### src/rtl/mem_stage_module.sv
// rtl/mem_stage_module.sv - ARM pipeline memory stage with word-addressed data memory and MEM/WB register (wait states under MEM_WAIT_STATES_EN)
module mem_stage_module #(
  parameter int DEPTH       = 64,
  parameter int BASE_ADDR   = 1024,
  parameter int WAIT_CYCLES = 2,
  parameter int ADDRESS_LEN = 32
) (
  input  logic                   clk,
  input  logic                   rst,
  input  logic [ADDRESS_LEN-1:0] pc_in,
  input  logic [31:0]            alu_result_in,
  input  logic [31:0]            val_rm_in,
  input  logic                   mem_r_en_in,
  input  logic                   mem_w_en_in,
  input  logic                   wb_en_in,
  input  logic [3:0]             dest_in,
  output logic                   stall,
  output logic [ADDRESS_LEN-1:0] pc_out,
  output logic [31:0]            alu_result_out,
  output logic [31:0]            mem_data_out,
  output logic                   mem_r_en_out,
  output logic                   wb_en_out,
  output logic [3:0]             dest_out
);

  localparam int AW = (DEPTH > 1) ? $clog2(DEPTH) : 1;

  logic [31:0]   r_mem [0:DEPTH-1];
  logic [31:0]   w_offset;
  logic [AW-1:0] w_index;
  logic          w_is_load;
  logic [31:0]   w_rdata;
  logic          w_stall;
  logic          w_mem_we;
  logic          w_unused_addr;

  // Byte address relative to the window base; bits [1:0] and bits above the array size are dropped so addresses wrap.
  assign w_offset      = alu_result_in - 32'(BASE_ADDR);
  assign w_index       = w_offset[AW+1:2];
  assign w_unused_addr = ^{w_offset[31:AW+2], w_offset[1:0]};

  // A simultaneous read and write request is handled as a store, so only a pure load returns array data.
  assign w_is_load = mem_r_en_in & ~mem_w_en_in;
  assign w_rdata   = w_is_load ? r_mem[w_index] : 32'd0;

`ifdef MEM_WAIT_STATES_EN
  localparam int CW = (WAIT_CYCLES > 1) ? $clog2(WAIT_CYCLES) : 1;
  localparam logic [0:0] S_IDLE = 1'b0;
  localparam logic [0:0] S_BUSY = 1'b1;

  logic [0:0]    r_state;
  logic [CW-1:0] r_cnt;
  logic          w_access;
  logic          w_complete;

  assign w_access   = mem_r_en_in | mem_w_en_in;
  assign w_complete = (r_state == S_BUSY) && (r_cnt == '0);

  // Stall covers the issue cycle and every BUSY cycle except the completing one.
  always_comb begin
    w_stall = 1'b0;
    if (r_state == S_IDLE) begin
      w_stall = w_access;
    end else begin
      w_stall = (r_cnt != '0);
    end
  end

  // Only the completing cycle writes, so each store commits once; reset drops a pending store.
  assign w_mem_we = w_complete & mem_w_en_in & ~rst;

  // Wait-state sequencer: IDLE -> BUSY on an access, count down, return to IDLE on the completing edge.
  always_ff @(posedge clk) begin
    if (rst) begin
      r_state <= S_IDLE;
      r_cnt   <= '0;
    end else begin
      case (r_state)
        S_IDLE: begin
          if (w_access) begin
            r_state <= S_BUSY;
            r_cnt   <= CW'(WAIT_CYCLES - 1);
          end
        end
        S_BUSY: begin
          if (r_cnt == '0) begin
            r_state <= S_IDLE;
          end else begin
            r_cnt <= r_cnt - CW'(1);
          end
        end
        default: begin
          r_state <= S_IDLE;
          r_cnt   <= '0;
        end
      endcase
    end
  end
`else
  logic w_unused_wait;

  // Single-cycle memory: no stall, a store writes on the edge following its presentation.
  assign w_stall       = 1'b0;
  assign w_mem_we      = mem_w_en_in & ~rst;
  assign w_unused_wait = |32'(WAIT_CYCLES);
`endif

  assign stall = w_stall;

  // Data array write port; contents survive reset.
  always_ff @(posedge clk) begin
    if (w_mem_we) begin
      r_mem[w_index] <= val_rm_in;
    end
  end

  // MEM/WB register: bubble while stalled (fields held, enables cleared), capture otherwise.
  always_ff @(posedge clk) begin
    if (rst) begin
      pc_out         <= '0;
      alu_result_out <= '0;
      mem_data_out   <= '0;
      mem_r_en_out   <= 1'b0;
      wb_en_out      <= 1'b0;
      dest_out       <= '0;
    end else if (w_stall) begin
      mem_r_en_out <= 1'b0;
      wb_en_out    <= 1'b0;
    end else begin
      pc_out         <= pc_in;
      alu_result_out <= alu_result_in;
      mem_data_out   <= w_rdata;
      mem_r_en_out   <= mem_r_en_in;
      wb_en_out      <= wb_en_in;
      dest_out       <= dest_in;
    end
  end

endmodule

### config.mk
export PLATFORM = sky130hd
export DESIGN_NAME = mem_stage_module
export DESIGN_NICKNAME = d
export VERILOG_FILES = /design/src/rtl/mem_stage_module.sv
export SDC_FILE = /design/constraint.sdc
export NUM_CORES = 2
export LEC_CHECK = 0
export ABC_CLOCK_PERIOD_IN_PS = 5600
export CORE_UTILIZATION = 45
export CTS_BUF_LIST = sky130_fd_sc_hd__clkbuf_8
export CTS_CLUSTER_SIZE = 24
export DETAILED_ROUTE_END_ITERATION = 8
export PLACE_DENSITY = 0.64
export SYNTH_ARGS = -nofsm -noshare
export SYNTH_HDL_FRONTEND = slang
export SYNTH_SLANG_ARGS = --single-unit
### constraint.sdc
create_clock -name clk -period 5.6 [get_ports clk]
set_clock_uncertainty 0.15 [all_clocks]
set_input_delay 1.4 -clock clk [delete_from_list [all_inputs] [get_ports clk]]
set_output_delay 1.4 -clock clk [all_outputs]
set_load 0.01 [all_outputs]
==> flow_metrics.py <==
metrics = {
    "outcome": {
        "status": "complete, but fails checks",
        "failed_checks": "DRC",
    },
    "logic_synthesis": {
        "synth_cell_types": 50,
        "ys_ff_latch": 2150,
        "ys_warn_count": 0,
        "synth_edf_count": 2048,
        "netlist_instances": 4446,
        "netlist_area_um2": 80000,
        "async_reset_ff_share_pct": 0,
        "postSynthAreaPerCell_um2": 18.0,
        "synth_fp_nets": 4551,
        "synth_flop_cell": "edfxtp_1",
        "synth_seq_area_share_pct": 79.5,
    },
    "place": {
        "dp_hpwl_um": 135000,
        "io_buffers": 206,
        "placedCellCount": 6864,
        "place_ws_ns": 0.418,
        "gp_congestion": 0.914,
    },
    "sta": {
        "fmax_ghz": 0.247,
        "finalSetupViolCount": 0,
        "setup_ws_ns": 1.55,
        "drv_slew": 0,
        "period_needed_ns": 4.05,
        "hold_viol": 0,
        "worst_pin_slew_ns": 1.40,
        "slew_headroom_pct": 5.84,
        "rsz0062_at_grt": "false",
        "whs_ns": 0.547,
        "fin_crit_sh_pct": 72.4,
    },
    "power_and_ir_drop": {
        "p_leak_nw": 29.2,
        "ir_drop_uv": 309,
        "p_per_area_nw_per_um2": 348,
    },
    "global_routing": {
        "met2_usage_pct": 40.0,
        "grt-busiest-layer": "met2",
        "track_usage_pct": 25.0,
        "grt_pass1_vias": 45400,
        "grt_first_pass_wirelength_um": 324000,
        "use_met1_pct": 33.3,
        "grt_max_degree": 100,
        "grt_overflow": 0,
        "antenna_found_initial": 5,
        "use_met3_pct": 4.18,
    },
    "die": {
        "coreArea_um2": 176000,
        "boundaryPins": 208,
        "initial_utilization_pct": 45.3,
        "die_area_um2": 179000,
        "die_h_um": 424,
        "rows": 154,
        "fp.dieW_um": 424,
    },
    "clocking": {
        "cts-root-buf": "clkbuf_8",
        "cts_resized": 0,
        "cts_buffers": 354,
        "cts_tree": "done",
        "clkTransAtPathRegs_ns": 0.06,
        "h-tree-depth": 5,
        "cts_hold_buf": 0,
        "clock_latency_ns": 1.08,
        "clock_sinks": 2150,
        "cts_setup_buffers": 0,
        "cts_max_path_buffers": 4,
    },
    "min_path": {
        "hold_path_class": "register to register",
    },
    "route": {
        "initialDrtViolationCount": 6151,
        "avgRoutedWirePerCell_um": 30.6,
        "drc": 66,
        "postRouteAntennaNets": 0,
        "via_count": 46600,
        "routed_via_density": 6.22,
        "firstDrtPassIters": 8,
        "wirelength_um": 229000,
    },
    "final_layout": {
        "drive_above_1_share_pct": 17.4,
        "area_growth_pct": 15.6,
        "post-route-util_pct": 52.4,
        "nNetsFinal": 4985,
        "fin_cells": 7482,
    },
    "setup_path": {
        "cp-end-kind": "register",
        "worstSetupStartpointType": "primary input",
        "worstSetupPathType": "primary input to register",
        "crit_arrival_ns": 4.79,
        "worst_ep_required_time_ns": 6.34,
        "cp_max_fo": 11,
    },
    "run": {
        "maxCapViolCount": 0,
    },
}
-- sequential cells by signal, summed over array words and instances, names as in the netlist --
signal and cells:
wb_en_out 1, alu_result_out 32, pc_out 32, mem_data_out 32, r_mem 2048, dest_out 4
mem_r_en_out 1
-- power by group --
part	leakage (nW)	switching (mW)	internal (mW)	total, mW
Combinational	6.29	1.21	0.547	1.75
Sequential	19.3	0.0358	17.7	17.7
Clock	3.70	6.10	6.57	12.7
-- cells in the mapped netlist, drive strengths merged (14+ instances only) --
| cell type | instances | share of area, % |
|---|---|---|
| o211ai | 29 | 0.27 |
| o221a | 14 | 0.20 |
| a221o | 14 | 0.18 |
| mux2 | 45 | 0.63 |
| a22o | 18 | 0.20 |
| nand2 | 71 | 0.33 |
| nor2b | 78 | 0.61 |
| a21oi | 65 | 0.41 |
| nor3 | 92 | 0.58 |
| nor2 | 171 | 0.80 |
| buf | 151 | 0.98 |
| o21ai | 77 | 0.48 |
| a2111oi | 16 | 0.18 |
| dfxtp | 102 | 2.6 |
| o22ai | 199 | 1.6 |
| nand4 | 16 | 0.13 |
| a221oi | 313 | 3.4 |
| a211o | 15 | 0.16 |
| edfxtp | 2048 | 77 |
| clkbuf | 196 | 0.92 |
| mux2i | 147 | 1.8 |
| o22a | 16 | 0.18 |
| o31a | 15 | 0.16 |
| or4 | 15 | 0.14 |
| mux4 | 68 | 1.9 |
| a41oi | 14 | 0.15 |
| a22oi | 385 | 3.6 |
-- metal layers --
| metal | up-vias | part of all wire, % |
|---|---|---|
| met3 | 521 | 8.8 |
| met1 | 23700 | 39 |
| met4 | 2 | 4.7 |
| met2 | 2790 | 48 |
| met5 | - | 0.0061 |
| li1 | 19500 | - |
-- cells in the final DEF, fill, tap and decap left out, types with 6 or more instances in the layout --
master,instances
edfxtp_1,2048
a22oi_1,385
clkbuf_8,378
a221oi_1,313
o22ai_1,199
buf_4,171
clkdlybuf4s50_1,170
mux2i_1,147
inv_1,115
nor2_1,105
dfxtp_1,102
nor3_1,91
o21ai_0,77
clkinv_1,77
nand2_1,71
nor2b_1,71
mux4_2,68
nor2_4,66
a21oi_1,65
mux2_2,45
buf_12,42
buf_2,38
o211ai_1,29
clkinv_2,27
a22o_1,18
o22a_1,16
nand4_1,16
or4_1,15
a211o_1,15
o31a_1,15
a41oi_1,14
o221a_2,14
a221o_1,14
a2111oi_0,11
bufinv_16,8
o32ai_1,7
nand2b_1,6
clkinvlp_4,6
-- metrics by stage --
step	setup TNS, ns	instance area [um2]	total power, mW
after CTS	0	92400	32.3
after global placement	-0.122	86000	19.8
after floorplan	0	80000	18.9
after detailed placement	0	86000	19.8
final	0	92400	32.2
after global routing	0	92400	33.1
-- logic make-up after synthesis --
kind of cell    Yosys count  synth area share [%]
other cells               1               0.00469
simple gates            474                  2.84
flops                  2150                  79.5
buf+inv                 350                  1.92
mux                     260                  4.39
compound gates         1211                  11.4
-- worst max-delay path, stage by stage --
cell             delay, ns
clkdlybuf4s50_1       0.66
and3b_1               0.28
nand2_1               0.37
buf_4                 0.23
o22ai_1               0.08
or4_1                 0.60
a2111oi_0             0.94
a41oi_1               0.22
-- worst paths after layout --
| kind | startpoint | endpoint | slack [ns] | cells past startpoint |
|---|---|---|---|---|
| setup / recovery | alu_result_in[5] | mem_data_out[25]$_SDFF_PP0_ | 1.55 | 8 |
| hold / removal | r_mem[0][10]$_DFFE_PP_ | mem_data_out[10]$_SDFF_PP0_ | 0.55 | 3 |
| setup reg to reg | r_mem[48][17]$_DFFE_PP_ | mem_data_out[17]$_SDFF_PP0_ | 2.68 | 5 |
| hold reg to reg | r_mem[0][10]$_DFFE_PP_ | mem_data_out[10]$_SDFF_PP0_ | 0.55 | 3 |
-- area by class of cell --
| type | count | area, um2 |
|---|---|---|
| diodes | 1 | 2.50 |
| clock buffers | 378 | 5200 |
| clock inverters | 239 | 1210 |
| fillers | 14000 | 83900 |
| inverters | 3 | 18.8 |
| multi-input cells | 1946 | 15400 |
| flip-flops and latches | 2150 | 63500 |
| well taps | 2340 | 2930 |
| repair buffers | 425 | 4070 |
Power figures use the tool's default switching activity.
